$ cat src/rtl/demux_pkg.sv
// Shared constants and types for the 1-to-4 serial demux/deserializer.
package demux_pkg;

    localparam int unsigned NUM_CH        = 4;
    localparam int unsigned DEFAULT_WIDTH = 4;

    typedef logic [1:0] ch_idx_t;

    typedef enum logic [1:0] {
        EMPTY = 2'd0,
        HOLD  = 2'd1,
        STALL = 2'd2
    } lane_state_t;

endpackage

$ cat src/rtl/demux_lane.sv
// One channel: MSB-first serial deserializer plus a holding register with
// valid/ack handshake and a stall indication for the final bit of a word.
module demux_lane
    import demux_pkg::*;
#(
    parameter int unsigned WIDTH = DEFAULT_WIDTH
) (
    input  logic             clk,
    input  logic             rst,
    input  logic             shift_en,
    input  logic             bit_in,
    input  logic             ack,
    output logic [WIDTH-1:0] word,
    output logic             valid,
    output logic             ready_c
);

    localparam int unsigned      CNT_W = (WIDTH > 1) ? $clog2(WIDTH) : 1;
    localparam logic [CNT_W-1:0] LAST  = CNT_W'(WIDTH - 1);

    lane_state_t      state_q, state_d;
    logic [WIDTH-2:0] shift_q, shift_d;
    logic [CNT_W-1:0] cnt_q, cnt_d;
    logic [WIDTH-1:0] word_q, word_d;
    logic [WIDTH-1:0] nxt_word;
    logic             complete;
    logic             valid_d;

    // Register stage: everything observable comes straight from flops.
    always_ff @(posedge clk) begin
        if (rst) begin
            state_q <= EMPTY;
            shift_q <= '0;
            cnt_q   <= '0;
            word_q  <= '0;
        end else begin
            state_q <= state_d;
            shift_q <= shift_d;
            cnt_q   <= cnt_d;
            word_q  <= word_d;
        end
    end

    // Next-state: a completing bit wins over an ack of the previous word.
    always_comb begin
        state_d  = state_q;
        shift_d  = shift_q;
        cnt_d    = cnt_q;
        word_d   = word_q;
        nxt_word = {shift_q, bit_in};
        complete = shift_en && (cnt_q == LAST);
        valid_d  = (state_q != EMPTY);

        if (shift_en) begin
            shift_d = nxt_word[WIDTH-2:0];
            cnt_d   = complete ? '0 : cnt_q + CNT_W'(1);
        end

        if (complete) begin
            word_d  = nxt_word;
            valid_d = 1'b1;
        end else if ((state_q != EMPTY) && ack) begin
            valid_d = 1'b0;
        end

        if (!valid_d) begin
            state_d = EMPTY;
        end else if (cnt_d == LAST) begin
            state_d = STALL;
        end else begin
            state_d = HOLD;
        end
    end

    assign word    = word_q;
    assign valid   = (state_q != EMPTY);
    assign ready_c = !((state_q == STALL) && !ack);

endmodule

$ cat src/rtl/demux_1x4_deser.sv
// 1-to-4 serial demultiplexer: routes accepted bits to the selected lane's
// deserializer; in_ready reflects whether that lane can take the bit now.
module demux_1x4_deser
    import demux_pkg::*;
#(
    parameter int unsigned WIDTH = DEFAULT_WIDTH
) (
    input  logic                    clk,
    input  logic                    rst,
    input  logic                    I,
    input  logic                    in_valid,
    input  logic                    Sel0,
    input  logic                    Sel1,
    output logic                    in_ready,
    output logic [4*WIDTH-1:0]      out_data,
    output logic [NUM_CH-1:0]       out_valid,
    input  logic [NUM_CH-1:0]       out_ack
);

    ch_idx_t           sel;
    logic [NUM_CH-1:0] lane_ready;
    logic              accept;

    assign sel      = {Sel1, Sel0};
    assign in_ready = lane_ready[sel];
    assign accept   = in_valid && in_ready;

    for (genvar n = 0; n < NUM_CH; n++) begin : g_lane
        demux_lane #(
            .WIDTH(WIDTH)
        ) u_lane (
            .clk     (clk),
            .rst     (rst),
            .shift_en(accept && (sel == ch_idx_t'(n))),
            .bit_in  (I),
            .ack     (out_ack[n]),
            .word    (out_data[n*WIDTH +: WIDTH]),
            .valid   (out_valid[n]),
            .ready_c (lane_ready[n])
        );
    end

endmodule

$ cat config.mk
export PLATFORM = sky130hd
export DESIGN_NAME = demux_1x4_deser
export DESIGN_NICKNAME = d
export VERILOG_FILES = /design/src/rtl/demux_pkg.sv /design/src/rtl/demux_lane.sv /design/src/rtl/demux_1x4_deser.sv
export SDC_FILE = /design/constraint.sdc
export NUM_CORES = 1
export LEC_CHECK = 0
export CORE_MARGIN = 2
export CORE_UTILIZATION = 50
export CTS_CLUSTER_SIZE = 10
export DETAILED_ROUTE_END_ITERATION = 16
export PLACE_DENSITY = 0.84
export SLEW_MARGIN = 30
export SYNTH_ARGS = -nofsm -noshare
export SYNTH_HDL_FRONTEND = slang
export SYNTH_HIERARCHICAL = 1
export SYNTH_SLANG_ARGS = --single-unit
$ cat constraint.sdc
create_clock -name clk -period 1.8 [get_ports clk]
set_clock_uncertainty 0.15 [all_clocks]
set_input_delay 0.36 -clock clk [delete_from_list [all_inputs] [get_ports clk]]
set_output_delay 0.36 -clock clk [all_outputs]
set_load 0.01 [all_outputs]
==> impl_metrics.env <==
export IMPL_status="complete, but fails checks"
export IMPL_violations="negative setup slack"
export IMPL_end_kind="primary output"
export IMPL_portBuffers=30
export IMPL_post_drt_wl_per_cell_um=12.1
export IMPL_switching_share=0.228
export IMPL_worstSetupPathType="reg -> out"
export IMPL_max_slew_margin=0.741
export IMPL_drc_errors=0
export IMPL_seq_area_frac_synth=0.487
export IMPL_vias=1470
export IMPL_ff2ff_path_depth=6
export IMPL_drt_iter0_markers=63
export IMPL_slew_violations=0
export IMPL_clkLatencyLatePin_ns=0.35
export IMPL_worst_hold_path_type="reg -> reg"
export IMPL_ys_ff_latch=44
export IMPL_cpMaxStageDelayCell="mux4_2"
export IMPL_worst_setup_path_start_kind="flop"
export IMPL_highest_layer="met4"
export IMPL_rows=21
export IMPL_grt_max_degree=41
export IMPL_place_ws_ns=-0.625
export IMPL_postCtsSetupRepairBufs=0
export IMPL_wl_met1_um=1640
export IMPL_synthDistinctLibCells=18
export IMPL_yosys_most_used_dff="dfxtp_1"
export IMPL_overflow=0
export IMPL_cts_made_buffers=5
export IMPL_fmax_mhz=504
export IMPL_postSynthAreaPerCell_um2=9.37
export IMPL_synth_edf_count=0
export IMPL_cts_max_level=2
export IMPL_max_stage_delay_ns=0.48
export IMPL_cp_cell_sequence="nor2_1 > nand2_1 > mux4_2 > buf_6"
export IMPL_finalNetCount=255
export IMPL_maxCapViolCount=0
export IMPL_p_leak_nw=1.06
export IMPL_switchingPower_mw=0.352
export IMPL_clockBufferDepth=2
export IMPL_yosys_warnings=6
export IMPL_worst_hold_slack_ns=0.312
export IMPL_grt_pass1_wl_um=5950
export IMPL_clkSlewWorstSetupHoldPaths_ns=0.12
export IMPL_netlist_instances=193
export IMPL_globalplace_congestion=0.766
export IMPL_pwr_share_clk=0.280
export IMPL_timing_setup_tns_ns=-0.184
export IMPL_io_pins=31
export IMPL_cts_hold_fix_buffers=0
export IMPL_ir_drop_uv=455
export IMPL_antenna_cells=0
export IMPL_cts_tree="yes"
export IMPL_fin_cells=287
export IMPL_grt_antenna_before_repair=0
export IMPL_start_util=0.530
export IMPL_final_antenna_net_count=0
export IMPL_cp_arrival_ns=1.47
export IMPL_syn2layout_area_growth_pct=31.5
export IMPL_dp_cells=280
export IMPL_fillers=273
export IMPL_period_needed_ns=1.98
export IMPL_grt_pass1_vias=1440
export IMPL_pwr_share_seq=0.643
export IMPL_timing_final_ws_setup_ns=-0.184
export IMPL_hold_violations=0
export IMPL_p_per_area_mw_per_mm2=647
export IMPL_worst_ep_required_time_ns=1.29
export IMPL_power_frac_comb=0.077
export IMPL_final_cell_mix="39 x dfxtp_1, 28 x nor2_1, 24 x nand2_1"
export IMPL_cp_max_fo=2
export IMPL_cts_root_buf="clkbuf_4"
export IMPL_rsz0062_at_grt="true"
export IMPL_dieWidth_um=64.2
export IMPL_synth_nets=207
export IMPL_p_int_mw=1.19
export IMPL_die_y_um=64.2
export IMPL_worst_pin_slew_ns=0.387
export IMPL_final_common_cell="dfxtp_1"
export IMPL_routed_wl_met3_um=123
export IMPL_post_route_period_util=1.10
export IMPL_drt_wl_total_um=3470
export IMPL_met2_length_um=1620
export IMPL_holdPathStages=2
export IMPL_power_total_mw=1.54
export IMPL_async_flop_share=0
export IMPL_grt_usage=0.187
export IMPL_fp_dieArea_mm2=0.00412
export IMPL_clock_sinks=44
export IMPL_drive_above_1_share=0.216
export IMPL_setup_violations=1
export IMPL_syn_area_mm2=0.00181
export IMPL_dp_hpwl_um=2420
export IMPL_vias_per_cell=5.12
export IMPL_core_area_mm2=0.00342
export IMPL_firstDrtPassIters=4
[area by class of cell]
type                    count  area [µm²]  area share
clock buffers               6        41.3      0.0174
multi-input cells         141         876       0.368
flip-flops and latches     44         887       0.373
repair buffers             49         512       0.215
well taps                  46        57.6      0.0242
clock inverters             1        5.00     0.00210
[Yosys cell counts, types with 2 or more instances]
library cell	n	area share
a21oi_1	20	0.055
o21bai_2	4	0.025
nand3_1	16	0.044
nand2_1	24	0.050
dfxtp_1	44	0.49
or2_2	4	0.014
a32oi_1	4	0.019
buf_4	8	0.033
a21oi_2	4	0.019
mux2i_1	16	0.089
and4b_2	2	0.012
ha_1	4	0.028
nor2b_1	8	0.028
nor2_1	28	0.058
and2_1	4	0.014
[final timing paths]
check | slack, ns | endpoint | start
worst max-delay path | -0.18 | in_ready | g_lane[3].u_lane/state_q[0]
worst max register to register | 0.29 | g_lane[2].u_lane/state_q[1] | g_lane[2].u_lane/state_q[0]
worst min register to register | 0.31 | g_lane[0].u_lane/word[0] | g_lane[0].u_lane/word[0]
worst min-delay path | 0.31 | g_lane[0].u_lane/word[0] | g_lane[0].u_lane/word[0]
[power by group through the flow]
stage	Sequential [mW]	Combinational (mW)	Clock (mW)
2_1_floorplan	1.01	0.0674	0
6_report	0.990	0.118	0.432
5_1_grt	0.992	0.129	0.502
4_1_cts	0.990	0.119	0.449
3_3_place_gp	1.01	0.118	0
3_5_place_dp	1.01	0.121	0
[layer usage]
metal,GRT usage,up-vias
li1,-,765
met2,0.322,27
met1,0.211,671
met5,0,-
met4,0.0824,0
met3,0.0599,7
[sequential cells by signal, indices dropped and copies added, names as in the netlist]
name and cells:
g_lane.u_lane/cnt_q 8, g_lane.u_lane/word 16, g_lane.u_lane/shift_q 12, g_lane.u_lane/state_q 8
[per-stage QoR]
| step | area, µm² | util |
|---|---|---|
| 2_1_floorplan | 1810 | - |
| 3_3_place_gp | 2300 | 0.673 |
| 3_5_place_dp | 2300 | 0.673 |
| 4_1_cts | 2330 | 0.681 |
| 5_1_grt | 2380 | 0.696 |
| 6_report | 2380 | 0.696 |
[logic make-up after synthesis]
family / synth area share
adder cells (fa/ha/maj): 0.0277
buffers and inverters: 0.0332
flip-flops: 0.487
multiplexers: 0.101
AND/OR/NAND/NOR: 0.232
AO/OA/AOI/OAI: 0.119
[critical path: cells and delay by family (launching register included)]
family	cells	cell delay, ns
multiplexers	1	0.48
flip-flops	1	0.34
buffers and inverters	1	0.14
AND/OR/NAND/NOR	2	0.18
[repair_timing]
item                                    CTS  global route
cloned                                    0             0
pin swaps                                 6             0
gates resized for setup                  30            17
endpoints found under the setup margin    5            14
(Power assumes the default switching activity.)
==> RTL change: new RTL, same flow settings <==
`DEFAULT_WIDTH`: 4 -> 8.
--- a/src/rtl/demux_pkg.sv
+++ b/src/rtl/demux_pkg.sv
@@ -2,7 +2,7 @@
 package demux_pkg;
 
     localparam int unsigned NUM_CH        = 4;
-    localparam int unsigned DEFAULT_WIDTH = 4;
+    localparam int unsigned DEFAULT_WIDTH = 8;
 
     typedef logic [1:0] ch_idx_t;
 
Ports: changed (resized out_data); port bits go from 31 to 47. No check against the original RTL was run, so the function may have changed too.
==> RTL change against the unedited design <==
- the flow still finishes with violations (negative setup slack)
- non-clock buffer count up 22
- setup slack worse by 210 ps
- register-to-register slack worse by 200 ps
- total power up 100%
- sequential power up 81%
- synthesized cell count up 75%
- synthesized area up 77%
- wire length up 81%
- final area up 69%
- sequential cell count up 36
- largest cell class unchanged
==> RTL change: results (changes against the unedited design) <==
The via count of the first global-routing pass came out at 2346 (+63%). The routed wire length per instance is 13.1 um (+8.6%). The worst-case setup slack after placement is -872 ps (-246 ps). The first-pass GRT wire length was 10300 um (+73%). The number of nets in the final layout came out at 417 (+64%). The met2 capacity usage during global routing came out at 30.1% (-2.1 points). The data arrival time at the worst-slack endpoint is 1680 ps (+210 ps). The routability congestion estimate from global placement was 0.771 (+0.73%). The number of placed instances with taps included is 465 (+66%). The combinational power came to 138 uW (+17%). The sum of net half-perimeters after detailed placement came out at 4200 um (+74%). The critical path startpoint is g_lane[3].u_lane/state_q[1]. The clock slew seen by the registers of the worst setup and hold paths is 70 ps (-50 ps). The pin count of the biggest net entering global routing came out at 81 (+98%). The number of cell rows came out at 29 (+38%).

The share of the synthesized area in compound gates (AO/OA/AOI/OAI) is 8.91% (-3.0 points). The fraction of layout instances using a drive strength above 1 is 16.4% (-5.2 points). The cell area power density came out at 782 mW/mm2 (+21%). In this run the clock root is driven by a sky130_fd_sc_hd__clkbuf_8. The final total negative setup slack came out at -391 ps (-206 ps).

The met1 layer wirelength in the final routing was 2910 um (+77%). The overall routed net length was 6290 um (+81%). The clock tree buffer count of the final layout was 9 (+3).

Counting instances in the post-synthesis netlist gives the leading cell types as sky130_fd_sc_hd__dfxtp_1, sky130_fd_sc_hd__a21oi_1, sky130_fd_sc_hd__nor2_1. The clock share of power is 38.5% (+10 points). The final worst-path setup slack came out at -391 ps (-206 ps). The number of buffer cells added on primary ports came out at 46 (+53%).

The static leakage came to 0.00150 uW (+42%). The run finished, with violations left. The area occupied by registers came out at 0.00160 mm2 (+81%).

The worst min-delay path startpoint is g_lane[0].u_lane/word[7]. The number of non-clock buffers came out at 71 (+45%). The synthesized instance count is 337 (+75%). The setup slack of the worst register-to-register path is 90 ps (-200 ps). The final reports fail on negative setup slack. The wire length on met2 is 3040 um (+87%). The hold slack is 304 ps (-8.07 ps). The number of fill cells in the layout was 510 (+87%). The global routing usage on met3 came out at 4.15% (-1.8 points). The total met3 wirelength after detailed routing was 239 um (+94%). The final setup violation count came out at 1 (unchanged).
[RTL change: changes by cell type after synthesis, moves of 8 or more]
cell / unedited run / this run
sky130_fd_sc_hd__buf_6: 0 / 8
sky130_fd_sc_hd__nand3_1: 16 / 32
sky130_fd_sc_hd__mux2i_1: 16 / 36
sky130_fd_sc_hd__a21oi_1: 20 / 40
sky130_fd_sc_hd__dfxtp_1: 44 / 80
sky130_fd_sc_hd__nand2_1: 24 / 36
sky130_fd_sc_hd__clkbuf_1: 0 / 8
sky130_fd_sc_hd__nor2_1: 28 / 40
sky130_fd_sc_hd__nor2b_1: 8 / 0
sky130_fd_sc_hd__buf_4: 8 / 0
[RTL change: cell families (layout without fill, tap and decap cells)]
logic type | count (synthesis) | count (layout)
compound gates | 52 | 52
flops | 80 | 80
simple gates | 140 | 140
mux | 37 | 37
buf+inv | 20 | 85
fa+ha+maj | 8 | 8
